<file path="config.mk">
export PLATFORM = sky130hd
export DESIGN_NAME = shift_seq_ctrl_flat
export DESIGN_NICKNAME = d
export VERILOG_FILES = /design/src/rtl/shift_seq_ctrl_pkg.sv /design/src/rtl/shift_seq_ctrl_if.sv /design/src/rtl/shift_seq_ctrl_bit_tick_gen.sv /design/src/rtl/shift_seq_ctrl.sv /design/src/flat_wrapper.sv
export SDC_FILE = /design/constraint.sdc
export NUM_CORES = 1
export LEC_CHECK = 0
export CORE_AREA = 4 4 43 64
export DETAILED_ROUTE_END_ITERATION = 12
export DIE_AREA = 0 0 47 68
export GPL_TIMING_DRIVEN = 0
export PLACE_DENSITY = 0.58
export SYNTH_ARGS = -nofsm -noshare
export SYNTH_HDL_FRONTEND = slang
export SYNTH_HIERARCHICAL = 1
export SYNTH_SLANG_ARGS = --single-unit
</file>
<file path="constraint.sdc">
create_clock -name clk -period 1.75 [get_ports clk]
set_input_delay 0.35 -clock clk [delete_from_list [all_inputs] [get_ports clk]]
set_output_delay 0.35 -clock clk [all_outputs]
set_load 0.1 [all_outputs]
</file>
<file path="src/rtl/shift_seq_ctrl_pkg.sv">
// Shared types and helpers for the shift_seq_ctrl frame sequencer.
// Optional build macro: SHIFT_SEQ_CTRL_PARITY_EN (used by the top, see shift_seq_ctrl.sv).
package shift_seq_ctrl_pkg;

  typedef enum logic [1:0] {
    IDLE  = 2'd0,
    SHIFT = 2'd1,
    DONE  = 2'd2
  } state_t;

  // Bits needed to hold values 0..value-1, never less than one bit.
  function automatic int clog2_min1(input int value);
    int w;
    w = 0;
    for (int i = 0; i < 31; i++) begin
      if ((1 << i) < value) w = i + 1;
    end
    return (w < 1) ? 1 : w;
  endfunction

endpackage

</file>
<file path="src/rtl/shift_seq_ctrl_if.sv">
// Producer-side handshake and serial outputs of the frame sequencer.
// master drives start/din; slave (the sequencer) drives everything else.
interface shift_seq_ctrl_if #(
  parameter int N = 4
);
  logic         start;
  logic [N-1:0] din;
  logic         ready;
  logic         s_out;
  logic         shift_en;
  logic         busy;
  logic         done;

  modport master (
    output start, din,
    input  ready, s_out, shift_en, busy, done
  );

  modport slave (
    input  start, din,
    output ready, s_out, shift_en, busy, done
  );
endinterface

</file>
<file path="src/rtl/shift_seq_ctrl_bit_tick_gen.sv">
// Bit-period prescaler: counts 0..DIV-1 and emits a tick while at DIV-1.
// clear holds the count at zero so the first period after a load is a full one.
module bit_tick_gen
  import shift_seq_ctrl_pkg::*;
#(
  parameter int DIV = 1
) (
  input  logic clk,
  input  logic reset,
  input  logic clear,
  output logic tick
);
  localparam int W = clog2_min1(DIV);
  localparam logic [W-1:0] LAST = W'(DIV - 1);

  logic [W-1:0] r_div_cnt;

  always_ff @(posedge clk) begin
    if (reset || clear) begin
      r_div_cnt <= '0;
    end else if (r_div_cnt == LAST) begin
      r_div_cnt <= '0;
    end else begin
      r_div_cnt <= r_div_cnt + 1'b1;
    end
  end

  assign tick = (r_div_cnt == LAST);
endmodule

</file>
<file path="src/rtl/shift_seq_ctrl.sv">
// Parallel-to-serial frame sequencer: accepts a word, shifts it out LSB first, pulses done.
// Build macro SHIFT_SEQ_CTRL_PARITY_EN appends an even-parity bit to every frame.
module shift_seq_ctrl
  import shift_seq_ctrl_pkg::*;
#(
  parameter int N   = 4,
  parameter int DIV = 1
) (
  input  logic                clk,
  input  logic                reset,
  shift_seq_ctrl_if.slave     bus
);
`ifdef SHIFT_SEQ_CTRL_PARITY_EN
  localparam int FRAME = N + 1;
`else
  localparam int FRAME = N;
`endif
  localparam int BW = clog2_min1(FRAME + 1);
  localparam logic [BW-1:0] LAST_BIT = BW'(FRAME - 1);

  state_t            r_state;
  state_t            w_state_next;
  logic [FRAME-1:0]  r_shreg;
  logic [FRAME-1:0]  w_shreg_next;
  logic [FRAME-1:0]  w_shreg_shifted;
  logic [FRAME-1:0]  w_load_word;
  logic [BW-1:0]     r_bit_cnt;
  logic [BW-1:0]     w_bit_cnt_next;
  logic              w_tick;
  logic              w_clear;
  logic              w_ready;
  logic              w_s_out;
  logic              w_shift_en;
  logic              w_busy;
  logic              w_done;

  // The parity bit rides in the top of the register so it leaves last.
`ifdef SHIFT_SEQ_CTRL_PARITY_EN
  assign w_load_word = {^bus.din, bus.din};
`else
  assign w_load_word = bus.din;
`endif

  genvar gi;
  generate
    for (gi = 0; gi < FRAME - 1; gi++) begin : g_shift
      assign w_shreg_shifted[gi] = r_shreg[gi + 1];
    end
  endgenerate
  assign w_shreg_shifted[FRAME-1] = 1'b0;

  bit_tick_gen #(.DIV(DIV)) u_tick (
    .clk   (clk),
    .reset (reset),
    .clear (w_clear),
    .tick  (w_tick)
  );

  always_ff @(posedge clk) begin
    if (reset) begin
      r_state   <= IDLE;
      r_shreg   <= '0;
      r_bit_cnt <= '0;
    end else begin
      r_state   <= w_state_next;
      r_shreg   <= w_shreg_next;
      r_bit_cnt <= w_bit_cnt_next;
    end
  end

  always_comb begin
    w_state_next   = r_state;
    w_shreg_next   = r_shreg;
    w_bit_cnt_next = r_bit_cnt;
    w_clear        = 1'b1;
    w_ready        = 1'b0;
    w_s_out        = 1'b0;
    w_shift_en     = 1'b0;
    w_busy         = 1'b0;
    w_done         = 1'b0;
    case (r_state)
      IDLE: begin
        w_ready = 1'b1;
        if (bus.start) begin
          w_state_next   = SHIFT;
          w_shreg_next   = w_load_word;
          w_bit_cnt_next = '0;
        end
      end
      SHIFT: begin
        w_busy  = 1'b1;
        w_clear = 1'b0;
        w_s_out = r_shreg[0];
        if (w_tick) begin
          w_shift_en = 1'b1;
          // Last bit period ends the frame rather than shifting once more.
          if (r_bit_cnt == LAST_BIT) begin
            w_state_next = DONE;
          end else begin
            w_shreg_next   = w_shreg_shifted;
            w_bit_cnt_next = r_bit_cnt + 1'b1;
          end
        end
      end
      DONE: begin
        w_busy       = 1'b1;
        w_done       = 1'b1;
        w_state_next = IDLE;
      end
      default: begin
        w_state_next = IDLE;
      end
    endcase
  end

  assign bus.ready    = w_ready;
  assign bus.s_out    = w_s_out;
  assign bus.shift_en = w_shift_en;
  assign bus.busy     = w_busy;
  assign bus.done     = w_done;
endmodule

</file>
<file path="src/flat_wrapper.sv">
// flat-port wrapper written by rule: the top's interface ports become plain ports
module shift_seq_ctrl_flat import shift_seq_ctrl_pkg::*;
#(
  parameter int N   = 4,
  parameter int DIV = 1
)
  (clk, reset, bus_start, bus_din, bus_ready, bus_s_out, bus_shift_en, bus_busy, bus_done);
  shift_seq_ctrl_if #(.N(N)) bus_i ();
  input  logic clk;
  input  logic reset;
  input wire logic [$bits(bus_i.start)-1:0] bus_start;
  input wire logic [$bits(bus_i.din)-1:0] bus_din;
  output wire logic [$bits(bus_i.ready)-1:0] bus_ready;
  output wire logic [$bits(bus_i.s_out)-1:0] bus_s_out;
  output wire logic [$bits(bus_i.shift_en)-1:0] bus_shift_en;
  output wire logic [$bits(bus_i.busy)-1:0] bus_busy;
  output wire logic [$bits(bus_i.done)-1:0] bus_done;
  assign bus_i.start = bus_start;
  assign bus_i.din = bus_din;
  assign bus_ready = bus_i.ready;
  assign bus_s_out = bus_i.s_out;
  assign bus_shift_en = bus_i.shift_en;
  assign bus_busy = bus_i.busy;
  assign bus_done = bus_i.done;
  shift_seq_ctrl #(.N(N), .DIV(DIV)) u_core (.clk(clk), .reset(reset), .bus(bus_i));
endmodule
</file>
# Word level (Yosys, flattened, before mapping)
# Index checks and enable logic that the tools add are counted.
# totals
ff_bits	10
latch_bits	0
ram_bits	0
mem_bits_ro	0
inputBits	7
memories	0
# op_classes
addsub	2
n_mul	0
div	0
n_lt_le_gt_ge	0
eq_ne	7
shifts	0
mux	19
n_bitwise	1
n_reduce_logical	7
# op_table
op	count
two-way mux 4 bit	3
two-way mux 3 bit	3
case mux 4 bit (2 select lines)	1
two-way mux 1 bit	7
two-way mux 2 bit	3
inequality test 2 bit (second input constant)	3
case mux 3 bit (2 select lines)	1
case mux 2 bit (2 select lines)	1
AND reduction 4 bit	1
OR reduction 2 bit	2
adder 3 x 1 -> 3 bit (second input constant)	1
== test 3 x 2 -> 1 bit (second input constant)	1
AND reduction 3 bit	1
== test 2 x 1 -> 1 bit (second input constant)	1
== test 2 bit (second input constant)	1
zero test 2 bit	1
inequality test 2 x 1 -> 1 bit (second input constant)	1
nonzero test 2 bit	1
adder 1 bit (second input constant)	1
logical OR 1 bit	1
NOT 1 bit	1

# Longest topological paths before layout
# Gate-level depths: netlist of the first run.
# logic_depth
word_depth	4
depth_mapped	6
depth_no_buf	5

# By module
# The synthesis of the first run kept the hierarchy.
# modules_own_cells
mod	n_inst	cells_per_inst	area_each_um2	seq_area_each_um2
shift_seq_ctrl	1	62	604.3	180.2
bit_tick_gen	1	3	27.5	20.0

# Worst setup path after synthesis of the first run
# Ideal clock, no wire load.
# synth_timing
path_kind	register to register
start	register u_core.r_state[0]
end	register u_core.r_shreg[0]
setup_ps	121
arrival_time_ps	2062
required_time_ps	1629
path_slack_ps	-433
path_stages_with_launch	6
period_less_slack_ps	2183
cell_sequence	dfxtp_1 > inv_1 > ha_1 > nor2b_4 > a211o_1 > mux2_4
# synth_via
elab_chain_cells	3
elab_cells_between_ends	8
cone_classes	eq/ne (4); mux (1); reduce/logical (3)
# synth_lines
item	line	rtl
from (decl)	shift_seq_ctrl.sv:21	state_t r_state;
from (signal assigned)	shift_seq_ctrl.sv:65	r_state <= w_state_next;
== test 2 x 1 -> 1 bit or zero test 2 bit (tied branches)	shift_seq_ctrl.sv:81	case (r_state)
inequality test 2 bit (no source line) or nonzero test 2 bit (tied branches)	--	
AND reduction 4 bit (no source line)	--	
to (signal assigned)	shift_seq_ctrl.sv:66	r_shreg <= w_shreg_next;
to (decl)	shift_seq_ctrl.sv:23	logic [FRAME-1:0] r_shreg;
# Several ways; a longest one is shown, not always the timed one.
# A chain may end at the register's enable or synchronous reset.

# Worst setup path after layout of the first run
# layout_timing
start	register u_core.r_state[1]
end	output port bus_shift_en
# layout_via
elab_chain_cells	2
# layout_lines
item	line	rtl
== test 2 x 1 -> 1 bit	shift_seq_ctrl.sv:81	
two-way mux 1 bit	shift_seq_ctrl.sv:81	
to (decl)	flat_wrapper.sv:15	output wire logic [$bits(bus_i.shift_en)-1:0] bus_shift_en;
# Every way passes these cells.

==> run summary, run 1 <==
The run gives 1.40 ns as the data required time at the worst endpoint. The cell sitting at the root of the clock tree is a clkbuf_4. In the synthesized netlist, the number of instances is 65. IR analysis of the VDD net gives a maximum drop of 0.930 mV. Of the synthesized area, sequential elements account for 31.7%.

The first global-routing pass estimated 2.14 mm of wire. TritonCTS built the clock tree. The die is 68 microns tall. The logs give 1310 uW for the total power draw and 10 for the sink count of the clock tree. The count of input and output buffers is 11. Setup repair after global routing left no endpoint under its margin. The logs give 247 for the total of fill cells in the finished design and 0.26 ns for the worst-skew pair later-pin latency. For the max-capacitance violation count, the log shows 0. Cells fill 39.1% of the core in the end. The count of nets left with antenna violations after detail routing is 0.

The tools report the maximum level of the CTS H-tree as 1. The netlist uses 30 different library cells. The number of flops mapped to enable cells by yosys is 0, and the clock transition time at the flip-flop clock pins of the worst setup and hold paths is 0.07 ns. After detailed routing, the average wire length per cell comes to 11.4 microns. The number of optimization iterations in the first detailed-route pass was 2; the detailed-route DRC error count was 0. The number of nets in the synthesized netlist came out at 77. The worst setup path is of the reg2out kind. The synthesized design spends more area on one cell type than any other, namely dfxtp_1. The run finished with clean final reports. The logs give 0 for the total count of max-transition violations in the final report and 632 sq um for the netlist area before placement. The area occupied by multi-input gates is 437 sq um. The tools report the number of hold buffers added after CTS as 0. In this run the count of I/O pins placed on the die edge is 12. For this run, the leading register cell type out of synthesis is dfxtp_1. The min-delay analysis places its worst path in the category reg2reg.

The worst hold path depth came out at 2. The floorplan step set the die width to 47 microns. The number of failing hold endpoints at the final stage was 0; the total number of yosys warnings was 6. The layout overhead on the synthesized area works out to 36.6%. Area of the die: 3200 sq um.

The clock period could shrink to 1.68 ns. The final layout contains routed wiring with a total length of 1.18 mm. The total inserted antenna cells was 0; the number of synthesized register bits was 10. The length in cells of the worst reg-to-reg path works out to 5. The number of antenna violations at the first check in global routing came out at 0. The commonest cells after synthesis are dfxtp_1 (10), mux2i_1 (6), ha_1 (5). The HPWL after detailed placement is 906 microns, and the post-route clock period utilization is 96.0%. The detailed router finished its first iteration with 11 violations. Global routing used 9.09% of the available tracks.

The initial core utilization came out at 28.6%. The area of the placeable core was 2210 sq um; the final setup violation count was 0. The portion of synthesized cell area occupied by the leading cell type works out to 31.7%. The worst setup path is launched from a flop.

Number of global-route vias before repair: 508. The clock arrives with 0.00376 ns of skew. A synthesized cell averages 9.72 sq um. Via total after detailed routing: 489.

In this run the static leakage power is 0.000356 uW. The power per cell area is 1520 nW/um^2. In the post-synthesis netlist, the cell with the most instances is dfxtp_1. At the end of the flow, the number of nets in the layout was 94.

The number of buffers on the longest clock path came out at 2. The achievable frequency came out at 596 MHz. After the flow finishes, the layout carries non-filler instances totaling 103. Sorting the synthesized cells by area gives the leading types as dfxtp_1 (32%), ha_1 (9.9%), mux2i_1 (9.5%). The fraction of layout cells with a size suffix above 1 was 33.8%. Share of async-settable or async-resettable flops after synthesis: 0%.

Counting tap cells, the placed design contains a total of 99 instances. Data on the critical path arrives at its endpoint at 1.33 ns. The average via count per standard cell was 4.75; the area taken by flip-flops and latches was 203 sq um. The global route total overflow is 0, and the worst-path maximum fanout is 10. The tools report the number of placement rows as 21.

STA classifies the critical path endpoint as an output pin. Routability-driven placement finished with a final weighted congestion of 0.743. The largest net degree at the start of global routing was 11. TritonCTS buffer count: 3.
## sequential cells by signal (all words and copies together), names as in the netlist
signal	cells
u_core/r_bit_cnt	3
u_core/u_tick/r_div_cnt	1
u_core/r_state	2
u_core/r_shreg	4
## layout make-up
type	instances	share of cell area, %
multi-input cells	48	50.6
plain buffers	2	3.04
repair buffers	12	14.5
clock buffers	3	2.61
well taps	23	3.33
flip-flops and latches	10	23.5
inverters	5	2.46
## power by group
part,switching (uW),internal (uW),total [uW]
Clock,75.7,79.3,155
Sequential,33.2,279,312
Combinational,490,356,847
## stage by stage
stage	setup slack (ns)	cell area (sq um)	hold slack, ns	setup TNS (ns)
detailed placement	-0.761	785	0.478	-2.56
finish	0.0708	863	0.479	0
global placement	-0.763	785	0.460	-2.57
floorplan	0.122	646	0.448	0
global route	0.0115	863	0.535	0
CTS	0.0159	831	0.489	0
## final timing paths
kind | startpoint | to | slack, ns
min reg2reg | u_core/r_bit_cnt[2] | u_core/r_bit_cnt[2] | 0.48
max | u_core/r_state[1] | bus_shift_en | 0.07
min | u_core/r_bit_cnt[2] | u_core/r_bit_cnt[2] | 0.48
max reg2reg | u_core/r_bit_cnt[0] | u_core/r_shreg[2] | 0.07
## cells by family (layout without fill, tap and decap cells)
logic type	Yosys count	count (layout)	synth area share, %
and+or+nand+nor	26	26	27.3
DFF	10	10	31.7
muxes	9	9	16.6
AOI/OAI and AO/OA	7	7	7.92
buffers and inverters	7	22	5.94
adders and majority gates	5	5	9.90
other	1	1	0.593
## layer usage
layer	vias to the layer above	global-route usage, %	routed length, microns
met5	-	0	0
met4	0	5.54	33
met3	6	2.37	41
met2	12	13.9	558
met1	215	11.0	546
li1	256	-	-
## what timing repair did
item,CTS,global route
setup buffers,0,1
gates resized for setup,38,7
endpoints found under the setup margin,5,8
## critical path, cell delays in order (launching register included)
cell and delay [ns]:
dfxtp_2 0.35, inv_4 0.05, ha_4 0.17, buf_8 0.14, and2_2 0.19, buf_12 0.16
## cell usage in the layout (no fill, tap or decap), types with 3 or more instances in the layout
cell	count
nand3_1	3
nor2_1	4
inv_1	3
mux2i_1	6
nand2b_1	3
dfxtp_1	8
clkdlybuf4s50_1	6
mux2_4	3
clkbuf_4	3
nor2b_1	4
Power figures use the tool's default switching activity.
==> inputs of run 2 (changes only) <==
==> constraint.sdc (replaced) <==
create_clock -name clk -period 1.75 [get_ports clk]
set_input_delay 0.35 -clock clk [delete_from_list [all_inputs] [get_ports clk]]
set_output_delay 0.35 -clock clk [all_outputs]
set_load 0.01 [all_outputs]
==> run summary, run 2 (synthesis results as in run 1) <==
The worst-path maximum fanout came out at 4 (was 10). The total inserted antenna cells is 0 (unchanged). For the number of buffers on the longest clock path, the log shows 2 (unchanged). The first-pass GRT wire length was 2.23 mm (was 2.14 mm); the number of setup buffers added after CTS was 0 (unchanged). Kind of start point of the critical path: a flop (unchanged). For the first-iteration detailed-routing DRC count, the log shows 4 (was 11).

The average wire per cell in the routed design came out at 11.8 microns (was 11.4 microns). The final clock skew came out at 0.00432 ns (was 0.00376 ns). The worst path setup slack after routing came out at 0.0870 ns (was 0.0708 ns).

The data required time at the worst endpoint was 1.90 ns (was 1.40 ns). The post-route clock period utilization works out to 95.0% (was 96.0%). The final setup violation count came out at 0 (unchanged).

The fraction of layout cells with a size suffix above 1 was 26.6% (was 33.8%); the global placer's final weighted congestion was 0.744 (was 0.743). The count of nets left with antenna violations after detail routing is 0 (unchanged). The tools report the number of nets in the layout as 93 (was 94). The boundary pin count is 12 (unchanged), and the worst-case setup slack after placement is -0.102 ns (was -0.761 ns).

Most common cell after layout, fill and taps aside: dfxtp_1 (unchanged). The average via count per standard cell was 4.87 (was 4.75); the clock transition time at the flip-flop clock pins of the worst setup and hold paths was 0.07 ns (about the same). The run finished with clean final reports. The cell at the root of the clock tree was clkbuf_4 (unchanged).

The share of total power in the clock network was 15.5% (was 11.8%); the area taken by flip-flops and latches was 203 sq um (unchanged). The critical path capture point type was a flop (was an output pin). The logs give 37.1% (was 39.1%) for the share of the core filled with cells in the final layout and 420 sq um (was 437 sq um) for the area occupied by multi-input gates. The number of optimization iterations in the first detailed-route pass is 2 (unchanged), and the minimum period implied by the final worst setup slack is 1.66 ns (was 1.68 ns).

The power per cell area was 1240 nW/um^2 (was 1520 nW/um^2); the width of the chip was 47 microns (unchanged). The number of failing hold endpoints at the final stage was 0 (unchanged). TritonCTS built the clock tree. The flip-flop count of the largest register, all copies and words added is 4 (unchanged), and the largest net degree at the start of global routing is 11 (unchanged). The number of placement rows was 21 (unchanged). Count of input and output buffers: 11 (unchanged).

The HPWL after detailed placement is 957 microns (was 906 microns). The run gives 0.26 ns (about the same) as the worst-skew pair later-pin latency. The path class of the lowest-slack min-delay path was reg2reg (unchanged). The part of the power in registers was 30.8% (was 23.7%); the internal cell power was 655 uW (was 714 uW). Layout overhead on the synthesized area: 29.7% (was 36.6%). Total count of max-transition violations in the final report: 0 (unchanged). The run gives 0 (unchanged) as the max-capacitance violation count.

Largest registers: u_core/r_shreg (4), u_core/r_bit_cnt (3), u_core/r_state (2) (unchanged). Critical hold path startpoint: u_core/r_bit_cnt[2] (unchanged). The detailed-route DRC error count came out at 0 (unchanged).

The TritonCTS buffer count is 3 (unchanged), and the total detailed-routing wirelength is 1.21 mm (was 1.18 mm). Top library cells by usage in the layout, fill and taps aside: dfxtp_1 (8), clkdlybuf4s50_1 (6), mux2i_1 (6) (unchanged). Setup repair after global routing left no endpoint under its margin. The initial core utilization is 28.6% (unchanged).

The logs give 0.567 mV (was 0.930 mV) for the worst IR drop on VDD and 10 (unchanged) for the sink count of the clock tree. The number of antenna violations at the first check in global routing was 0 (unchanged). The beginning of the critical path was u_core/r_bit_cnt[0] (was u_core/r_state[1]). The worst reg2reg path startpoint is u_core/r_bit_cnt[0] (unchanged). The maximum level of the CTS H-tree is 1 (unchanged). The area of the die came out at 3200 sq um (unchanged). The number of global-route vias before repair came out at 519 (was 508).

The floorplan die height was 68 microns (unchanged); the total of fill cells in the finished design was 252 (was 247). The critical path start-end classification was reg2reg (was reg2out). The part of the power in combinational logic was 53.7% (was 64.5%). The area of the placeable core was 2210 sq um (unchanged); the power dissipated by switching net loads was 360 uW (was 599 uW).

The arrival time of data at the critical path endpoint was 1.81 ns (was 1.33 ns). For the internal reg-to-reg setup slack, the log shows 0.09 ns (was 0.07 ns). Number of hold buffers added after CTS: 0 (unchanged). The via total after detailed routing came out at 497 (was 489). The achievable frequency is 601 MHz (was 596 MHz). The register bank with the most flops was u_core/r_shreg (unchanged). The switching part of the total came out at 35.5% (was 45.6%). The run gives 0.000357 uW (was 0.000356 uW) as the leakage component of the power. The logs give 0 (unchanged) for the global route total overflow and 9.56% (was 9.09%) for the overall track demand over capacity in global routing.
## run 2: changes by cell type in the layout (fill, tap and decap cells not counted), moves of 2 or more
| cell | change |
|---|---|
| clkbuf_2 | +2 |
| dlygate4sd2_1 | +2 |
| buf_4 | -2 |
| buf_12 | -2 |
| buf_2 | -2 |
## run 2: path summary, 6_finish.rpt
check | endpoint | cells past startpoint
worst max-delay path | u_core/r_shreg[2] | 5
worst min register to register | u_core/r_bit_cnt[2] | 2
worst min-delay path | u_core/r_bit_cnt[2] | 2
worst max register to register | u_core/r_shreg[2] | 5
## run 2: power groups by stage
| stage | logic, uW | registers, uW | clock network [uW] |
|---|---|---|---|
| detailed placement | 520 | 309 | 0 |
| CTS | 526 | 313 | 165 |
| global placement | 513 | 308 | 0 |
| finish | 545 | 312 | 157 |
| global route | 609 | 319 | 172 |
| floorplan | 383 | 301 | 0 |
## run 2: stage by stage
stage	std cells	total power (uW)	hold slack [ns]	setup TNS [ns]	area [sq um]
after global routing	102	1100	0.501	0	820
after CTS	102	1000	0.480	0	811
after global placement	99	820	0.460	-0.185	771
final	102	1010	0.473	0	820
after detailed placement	99	829	0.469	-0.230	771
after floorplan	65	684	0.448	0	632
## run 2: final cells by class
type                            instances  share of cell area, %
Multi-Input combinational cell         48                   51.3
Sequential cell                        10                   24.7
Timing Repair Buffer                   11                   12.2
Tap cell                               23                   3.51
Buffer                                  2                   3.21
Clock buffer                            3                   2.75
Inverter                                5                   2.29
## run 2: routing by layer
metal | track usage (%) | routed length (microns) | vias up
met5 | 0 | 0 | -
met4 | 4.15 | 13 | 0
met3 | 1.58 | 55 | 2
met2 | 15.5 | 636 | 9
met1 | 12.1 | 503 | 234
li1 | - | - | 252
## run 2: timing repair
action	in CTS	in global routing
gates resized for setup	12	7
pin swaps	0	1
cloned	0	0
endpoints found under the setup margin	4	7
## run 2: worst max-delay path: stages, from the launching register on
cell	delay (ns)
dfxtp_1	0.34
ha_1	0.20
ha_2	0.19
nand2b_4	0.15
a211o_4	0.36
mux2_4	0.30
